## src/rtl/world_clock_scheduler.sv

```systemverilog
// ----------------------------------------------------------------------------
// world_clock_scheduler
//
// Picks one of eight world-clock zones and presents that zone's hour as two
// BCD digits. Zone selection comes from the crown sector (MANUAL), from an
// automatic tour that steps one zone every TOUR_SEC seconds (TOUR), or from
// the crown during a tour interruption that resumes touring after HOLD_SEC
// quiet seconds (HOLD).
//
// Ports
//   clk               in   system clock, rising-edge
//   rst               in   synchronous active-high reset
//   En                in   multi-clock mode enable
//   tick_1hz          in   one-clk pulse per second
//   auto_en           in   auto-tour request level
//   hour              in   local (Seoul) hour, 0..23 (24..31 folded by -24)
//   DigitalCrownValue in   crown position, sector = bits [9:7]
//   zone              out  selected zone index (registered)
//   hour_10, hour_1   out  BCD tens/units of the zone hour (registered)
//   zone_chg          out  one-cycle pulse while zone shows a new value
//   tour_active       out  high while the FSM is in TOUR
// ----------------------------------------------------------------------------
module world_clock_scheduler #(
    parameter int TOUR_SEC = 3,
    parameter int HOLD_SEC = 5
) (
    input  logic       clk,
    input  logic       rst,
    input  logic       En,
    input  logic       tick_1hz,
    input  logic       auto_en,
    input  logic [4:0] hour,
    input  logic [9:0] DigitalCrownValue,
    output logic [2:0] zone,
    output logic [3:0] hour_10,
    output logic [3:0] hour_1,
    output logic       zone_chg,
    output logic       tour_active
);

    typedef enum logic [1:0] {
        IDLE   = 2'd0,
        MANUAL = 2'd1,
        TOUR   = 2'd2,
        HOLD   = 2'd3
    } state_t;

    localparam logic [3:0] TOUR_LAST = 4'(TOUR_SEC - 1);
    localparam logic [3:0] HOLD_LAST = 4'(HOLD_SEC - 1);

    // Offset of each zone relative to Seoul, already reduced mod 24.
    function automatic logic [4:0] zone_offset(input logic [2:0] z);
        logic [4:0] off;
        case (z)
            3'd0:    off = 5'd0;
            3'd1:    off = 5'd23;
            3'd2:    off = 5'd18;
            3'd3:    off = 5'd16;
            3'd4:    off = 5'd15;
            3'd5:    off = 5'd10;
            3'd6:    off = 5'd7;
            3'd7:    off = 5'd2;
            default: off = 5'd0;
        endcase
        return off;
    endfunction

    // Zone hour as {tens, units}; 6-bit sum so hour+offset never overflows.
    function automatic logic [7:0] zone_digits(input logic [2:0] z, input logic [4:0] h);
        logic [5:0] base;
        logic [5:0] sum;
        logic [3:0] tens;
        logic [3:0] units;
        if (h >= 5'd24) begin
            base = {1'b0, h - 5'd24};
        end else begin
            base = {1'b0, h};
        end
        sum = base + {1'b0, zone_offset(z)};
        if (sum >= 6'd24) begin
            sum = sum - 6'd24;
        end else begin
            sum = sum;
        end
        if (sum >= 6'd20) begin
            tens  = 4'd2;
            units = 4'(sum - 6'd20);
        end else if (sum >= 6'd10) begin
            tens  = 4'd1;
            units = 4'(sum - 6'd10);
        end else begin
            tens  = 4'd0;
            units = 4'(sum);
        end
        return {tens, units};
    endfunction

    state_t     state_q, state_d;
    logic [2:0] zone_q, zone_d;
    logic [2:0] last_sector_q;
    logic [3:0] sec_cnt_q, sec_cnt_d;
    logic [3:0] hold_cnt_q, hold_cnt_d;
    logic [3:0] hour_10_q, hour_1_q;
    logic       zone_chg_q;
    logic       tour_active_q;

    logic [2:0] sector_s;
    logic       crown_chg_s;
    logic [7:0] digits_s;

    assign sector_s    = DigitalCrownValue[9:7];
    assign crown_chg_s = (sector_s != last_sector_q);
    // Digits follow the zone register, so they trail a zone change by one clk.
    assign digits_s    = zone_digits(zone_q, hour);

    // Next-state logic; branch order encodes En > auto_en > crown > tick.
    always_comb begin
        state_d    = state_q;
        zone_d     = zone_q;
        sec_cnt_d  = sec_cnt_q;
        hold_cnt_d = hold_cnt_q;
        if (!En) begin
            state_d    = IDLE;
            zone_d     = 3'd0;
            sec_cnt_d  = 4'd0;
            hold_cnt_d = 4'd0;
        end else begin
            case (state_q)
                IDLE: begin
                    zone_d     = 3'd0;
                    sec_cnt_d  = 4'd0;
                    hold_cnt_d = 4'd0;
                    state_d    = auto_en ? TOUR : MANUAL;
                end
                MANUAL: begin
                    if (auto_en) begin
                        // Tour starts from whatever zone is currently shown.
                        state_d   = TOUR;
                        sec_cnt_d = 4'd0;
                    end else begin
                        zone_d = sector_s;
                    end
                end
                TOUR: begin
                    if (!auto_en) begin
                        state_d    = MANUAL;
                        sec_cnt_d  = 4'd0;
                        hold_cnt_d = 4'd0;
                    end else if (crown_chg_s) begin
                        // Crown beats a coincident advance tick.
                        state_d    = HOLD;
                        zone_d     = sector_s;
                        sec_cnt_d  = 4'd0;
                        hold_cnt_d = 4'd0;
                    end else if (tick_1hz) begin
                        if (sec_cnt_q >= TOUR_LAST) begin
                            zone_d    = zone_q + 3'd1;
                            sec_cnt_d = 4'd0;
                        end else begin
                            sec_cnt_d = sec_cnt_q + 4'd1;
                        end
                    end else begin
                        sec_cnt_d = sec_cnt_q;
                    end
                end
                HOLD: begin
                    if (!auto_en) begin
                        state_d    = MANUAL;
                        sec_cnt_d  = 4'd0;
                        hold_cnt_d = 4'd0;
                    end else begin
                        zone_d = sector_s;
                        if (crown_chg_s) begin
                            hold_cnt_d = 4'd0;
                        end else if (tick_1hz) begin
                            if (hold_cnt_q >= HOLD_LAST) begin
                                state_d    = TOUR;
                                sec_cnt_d  = 4'd0;
                                hold_cnt_d = 4'd0;
                            end else begin
                                hold_cnt_d = hold_cnt_q + 4'd1;
                            end
                        end else begin
                            hold_cnt_d = hold_cnt_q;
                        end
                    end
                end
                default: begin
                    state_d    = IDLE;
                    zone_d     = 3'd0;
                    sec_cnt_d  = 4'd0;
                    hold_cnt_d = 4'd0;
                end
            endcase
        end
    end

    // State, counters and all outputs registered; crown sector sampled every clk.
    always_ff @(posedge clk) begin
        if (rst) begin
            state_q       <= IDLE;
            zone_q        <= 3'd0;
            last_sector_q <= 3'd0;
            sec_cnt_q     <= 4'd0;
            hold_cnt_q    <= 4'd0;
            hour_10_q     <= 4'd0;
            hour_1_q      <= 4'd0;
            zone_chg_q    <= 1'b0;
            tour_active_q <= 1'b0;
        end else begin
            state_q       <= state_d;
            zone_q        <= zone_d;
            last_sector_q <= sector_s;
            sec_cnt_q     <= sec_cnt_d;
            hold_cnt_q    <= hold_cnt_d;
            hour_10_q     <= digits_s[7:4];
            hour_1_q      <= digits_s[3:0];
            // High during the first cycle the new zone value is visible.
            zone_chg_q    <= (zone_d != zone_q);
            tour_active_q <= (state_d == TOUR);
        end
    end

    assign zone        = zone_q;
    assign hour_10     = hour_10_q;
    assign hour_1      = hour_1_q;
    assign zone_chg    = zone_chg_q;
    assign tour_active = tour_active_q;

endmodule

```

## config.mk

```make
export PLATFORM = sky130hd
export DESIGN_NAME = world_clock_scheduler
export DESIGN_NICKNAME = d
export VERILOG_FILES = /design/src/rtl/world_clock_scheduler.sv
export SDC_FILE = /design/constraint.sdc
export NUM_CORES = 1
export LEC_CHECK = 0
export BUFFER_PORTS_ARGS = -buffer_cell sky130_fd_sc_hd__buf_2
export CAP_MARGIN = 5
export CORE_UTILIZATION = 57
export CTS_CLUSTER_SIZE = 12
export DETAILED_ROUTE_END_ITERATION = 16
export PLACE_DENSITY = 0.8
export SYNTH_ARGS = -nofsm -noshare
export SYNTH_HDL_FRONTEND = slang
export SYNTH_SLANG_ARGS = --single-unit
```

## constraint.sdc

```tcl
create_clock -name clk -period 4.85 [get_ports clk]
set_input_delay 0.7275 -clock clk [delete_from_list [all_inputs] [get_ports clk]]
set_output_delay 0.7275 -clock clk [all_outputs]
set_load 0.02 [all_outputs]
```

# Word-level counts from Yosys, hierarchy flattened

Memory sizes are Yosys's and may differ from the RTL's. A register that Yosys moved wholly into a read port is not among the register bits.
Index checks and enable logic that the tools add are counted.

Bitwise operators: 1
$add $sub $neg: 8
Reductions and logical operators: 6
Shift operators: 0
Div/mod/pow operators: 0
Eq/ne operators: 13
Order comparisons: 6
Multiplexer cells: 42
Multipliers: 0

Operators by type and width:

| kind                  | count |
|---|---|
| $mux W4               | 17 |
| $mux W3               | 8 |
| $mux W2               | 10 |
| $pmux W4 S4           | 1 |
| $ge A6 B5 Y1 const B  | 2 |
| $ne A3 B3 Y1 const B  | 4 |
| $pmux W3 S4           | 1 |
| $pmux W4 S3           | 1 |
| $add A4 B1 Y4 const B | 2 |
| $ne A4 B4 Y1 const B  | 2 |
| $pmux W2 S4           | 1 |
| $add A6 B5 Y6         | 1 |
| $eq A2 B2 Y1 const B  | 3 |
| $ge A6 B4 Y1 const B  | 1 |
| $mux W6               | 1 |
| $ne A3 B3 Y1          | 2 |
| $sub A6 B5 Y6 const B | 1 |
| $ge A5 B5 Y1 const B  | 1 |
| $mux W5               | 1 |
| $reduce_and A5 Y1     | 1 |
| $sub A5 B5 Y5 const B | 1 |
| $ge A4 B2 Y1 const B  | 1 |
| $ge A4 B3 Y1 const B  | 1 |
| $reduce_or A2 Y1      | 2 |
| other kinds (10)      | 10 |

Input port bits: 20
Bits in writable memories: 0
Memories: 1
Memory bits (read-only): 40
Register bits: 26
Logic and storage cells: 87
Latch bits: 0

Memories:

| memory          | words | bits a word | read ports | clocked after memory_dff | write ports | RTL line | text |
|---|---|---|---|---|---|---|---|
| (no name shown) | 8     | 5           | 1          | 1                        | 0           | 54       | `case (z)` |

# Logic depth before layout (Yosys ltp)

Depth in word-level cells: 8
Mapped depth: 15

# Worst setup path after synthesis

No wires, ideal clock.

Path kind: input to register
Start point: input port hour[0]
End point: register hour_1_q[2] (netlist: hour_1[2])
Data required time: 4776 ps
Arrival: 3706 ps
Stages: 12
Path slack: 1070 ps
Library setup time: 74 ps
Cell sequence: ha_1 -> fa_1 -> a211o_2 -> a21o_1 -> and2_1 -> ha_1 -> a22o_1 -> a221oi_1 -> o211ai_2 -> a21oi_4 -> or4b_1 -> a31oi_1

Cells in the longest elaborated chain, start to end: 8
Elaborated cells on any way between the ends: 13

RTL lines:

| element                                       | RTL line | text |
|---|---|---|
| from (decl)                                   | 32       | `input logic [4:0] hour,` |
| $sub A5 B5 Y5 or $ge A5 B5 Y1 (tied branches) | 75, 74   |  |
| $mux W5 *                                     | 74       | `if (h >= 5'd24) begin` |
| $add A6 B5 Y6 *                               | 79       | `sum = base + {1'b0, zone_offset(z)};` |
| $sub A6 B5 Y6 or $ge A6 B5 Y1 (tied branches) | 81, 80   |  |
| $mux W6 *                                     | 80       | `if (sum >= 6'd24) begin` |
| $ge A6 B4 Y1 or $sub A4 B4 Y4 (tied branches) | 88, 90   |  |
| $mux W4                                       | 88       | `end else if (sum >= 6'd10) begin` |
| $mux W4 *                                     | 85       | `if (sum >= 6'd20) begin` |
| to (signal assigned)                          | 217      | `hour_1_q <= digits_s[3:0];` |
| to (decl)                                     | 103      | `logic [3:0] hour_10_q, hour_1_q;` |

Mark *: on every way between the ends. The rest lies on a longest branch, timed or not.
A chain may end at the register's enable or synchronous reset.

# Final worst setup path

Same ends and word-level chain as after synthesis.

==> run summary <==
Die footprint: 3900 um2
Peak VDD IR: 0.000188 V
Top area cells in the synthesized netlist: dfxtp_1 (27%), ha_1 (11%), xnor2_1 (3.4%), nand2_1 (3.2%), a21oi_1 (3.1%)
Seq/Total Area, Yosys: 26.9%
Clk slew on worst S/H paths: 150 ps
Synth top cells by count: dfxtp_1 (28), ha_1 (18), nand2_1 (18), nor2_1 (16)
Post-Syn Instances: 243
Final period util: 79.7%
Leak pwr: 0.000934 uW
Die Ht: 62.5 um
Primary FF master, synth: dfxtp_1
Clk sinks: 28
ANT nets after route: 0
Startpoint Class: primary input
Critical path class: primary input to flop
Detail Placement HPWL: 3010 um
Critical-path cell with the highest stage delay: fa_1
Setup TNS: 0 ps
Crit path time final: 3860 ps
Number of max-cap violations: 0
Fraction of registers with async set/reset: 0%
CTS Hold Bufs: 0
Max stage delay on crit path: 500 ps
CP Max Fanout: 6
GPL Wtd Cong: 0.875
Status: finished, final reports clean
Layout Nets: 295
Peak Freq: 259 MHz
Grt ovf: 0
Critical path cell sequence: buf_2 > ha_1 > fa_1 > a211o_2 > a21o_1 > and2_1 > ha_1 > a22o_1 > a221oi_1 > o211ai_2 > a21oi_4 > or4b_1 > a31oi_1
Netlist cell types: 68
WL per Instance: 13.7 um
Vias: 1775
CTS tree: done
# DRC: 0
Pre-antenna DRT Iters: 4
Clk_lat worst skew: 340 ps
Critical Path End Type: flop
Multi-input gate area: 1360 um2
FP Rows: 21
CTS buffer count: 3
Setup violations, final: 0
DRT Wirelength: 4120 um
Syn avg cell area: 8.58 um2
Placed Instances: 297
Initial antenna violation count: 0
Most used cell, CP: ha_1
Post-Route Utilization: 64.5%
Hold Worst Slack: 512 ps
H-tree levels: 1
Yosys reg bits: 28
DR iter-0 viols: 112
Inserted Diodes: 0
Final hold viol count: 0
Layout cell share with drive strength beyond 1: 17.6%
Sequential cell area: 561 um2
Clk root buf: clkbuf_4
Clk_skew: 10.6 ps
CORE AREA: 3420 um2
Unrepaired setup endpoints after global routing: false
Fillers: 330
Vias in the first global route: 1649
Worst EP required: 5120 ps
Arrival time worst endpoint: 4130 ps
Initial Utilization: 61.0%
Pwr dens: 225 nW/um2
IO Pins: 33
Post-Syn Area: 2080 um2
Via-to-Cell Ratio: 5.90
CP top delay family: compound AO/OA/AOI/OAI gates
Die extent in x: 62.5 um
Total track usage: 23.2%
EDFF count, synth: 0
Largest net degree at the start of global routing: 17
Syn-to-layout area delta: 5.64%
Worst Tran Pin Value: 614 ps
Crit path buf inv count: 1
Post-CTS setup buffers: 0
Slew Limit Fails: 0
Share of the synthesized area in the top cell type: 26.9%
Yosys top cell by area: dfxtp_1
First-pass GRT wire length: 7360 um
Most common cell in the synthesized netlist: dfxtp_1
CTS resizes: 0
Worst rel slew slack: 58.6%
Hold crit path type: flop to flop
Post-route insts no fill: 301
Yosys warnings: 0
CTS max path bufs: 2
Port bufs: 23
-- kinds of logic (layout without fill, tap and decap cells) --
kind of cell	after synthesis	in the layout	share of synthesized area [%]
flip-flops	28	28	26.9
XOR/XNOR	9	9	3.78
other	1	2	0.180
buffers and inverters	30	41	7.86
adder cells (fa/ha/maj)	19	19	11.8
AND/OR/NAND/NOR	85	85	22.3
multiplexers	6	6	3.00
AO/OA/AOI/OAI	65	65	24.2
-- cell type report --
cell class,count,share of cell area (%)
clock buffers,3,1.02
flip-flops and latches,28,25.5
multi-input cells,186,61.9
inverters,14,2.39
repair buffers,23,5.23
clock inverters,1,1.36
well taps,46,2.61
-- worst reg2reg max path: cells and delay by family (launching register included) --
kind / cells / cell delay, ps
simple gates: 2 / 620
flops: 1 / 350
fa+ha+maj: 3 / 1010
compound gates: 7 / 1680
-- placed cells by master, fill, tap and decap left out, types with 3 or more instances in the layout --
| cell type | count |
|---|---|
| dfxtp_1 | 28 |
| buf_2 | 23 |
| nand2_1 | 18 |
| ha_1 | 18 |
| nor2_1 | 16 |
| inv_1 | 13 |
| a21oi_1 | 13 |
| nor3_1 | 10 |
| xnor2_1 | 8 |
| nor2b_1 | 7 |
| o21ai_0 | 6 |
| mux2i_1 | 4 |
| a31oi_1 | 4 |
| nand2b_1 | 4 |
| or3_1 | 4 |
| a22o_1 | 3 |
| and3_1 | 3 |
| o31ai_1 | 3 |
| a211oi_1 | 3 |
| and2_1 | 3 |
| clkbuf_4 | 3 |
-- power breakdown --
group | total (uW) | internal, uW | leakage (uW) | switching [uW]
combinational | 100 | 39.6 | 0.000678 | 60.5
clock | 153 | 83.7 | 0.0000279 | 68.8
sequential | 242 | 238 | 0.000228 | 4.30
total | 495 | 361 | 0.000934 | 134
-- metrics by stage --
step	setup slack (ps)	power (uW)	instance area, um2
final	986	495	2200
after global routing	837	520	2200
after CTS	1030	498	2200
after detailed placement	701	345	2150
after global placement	752	343	2150
after floorplan	1070	325	2090
-- layer usage --
layer	wire (um)	GRT usage, %
met3	169	4.56
met2	1920	39.0
met4	79	9.30
met1	1950	28.9
met5	0	0
-- final timing paths --
path	startpoint	end	slack, ps	cells after the start
setup / recovery	hour[0]	hour_1[2]$_SDFF_PP0_	990	13
hold / removal	sec_cnt_q[2]$_SDFFE_PP0P_	sec_cnt_q[2]$_SDFFE_PP0P_	510	2
setup reg to reg	flop	hour_1[2]$_SDFF_PP0_	1150	12
hold reg to reg	sec_cnt_q[2]$_SDFFE_PP0P_	sec_cnt_q[2]$_SDFFE_PP0P_	510	2
No activity file was read; power rests on OpenSTA's default activity.
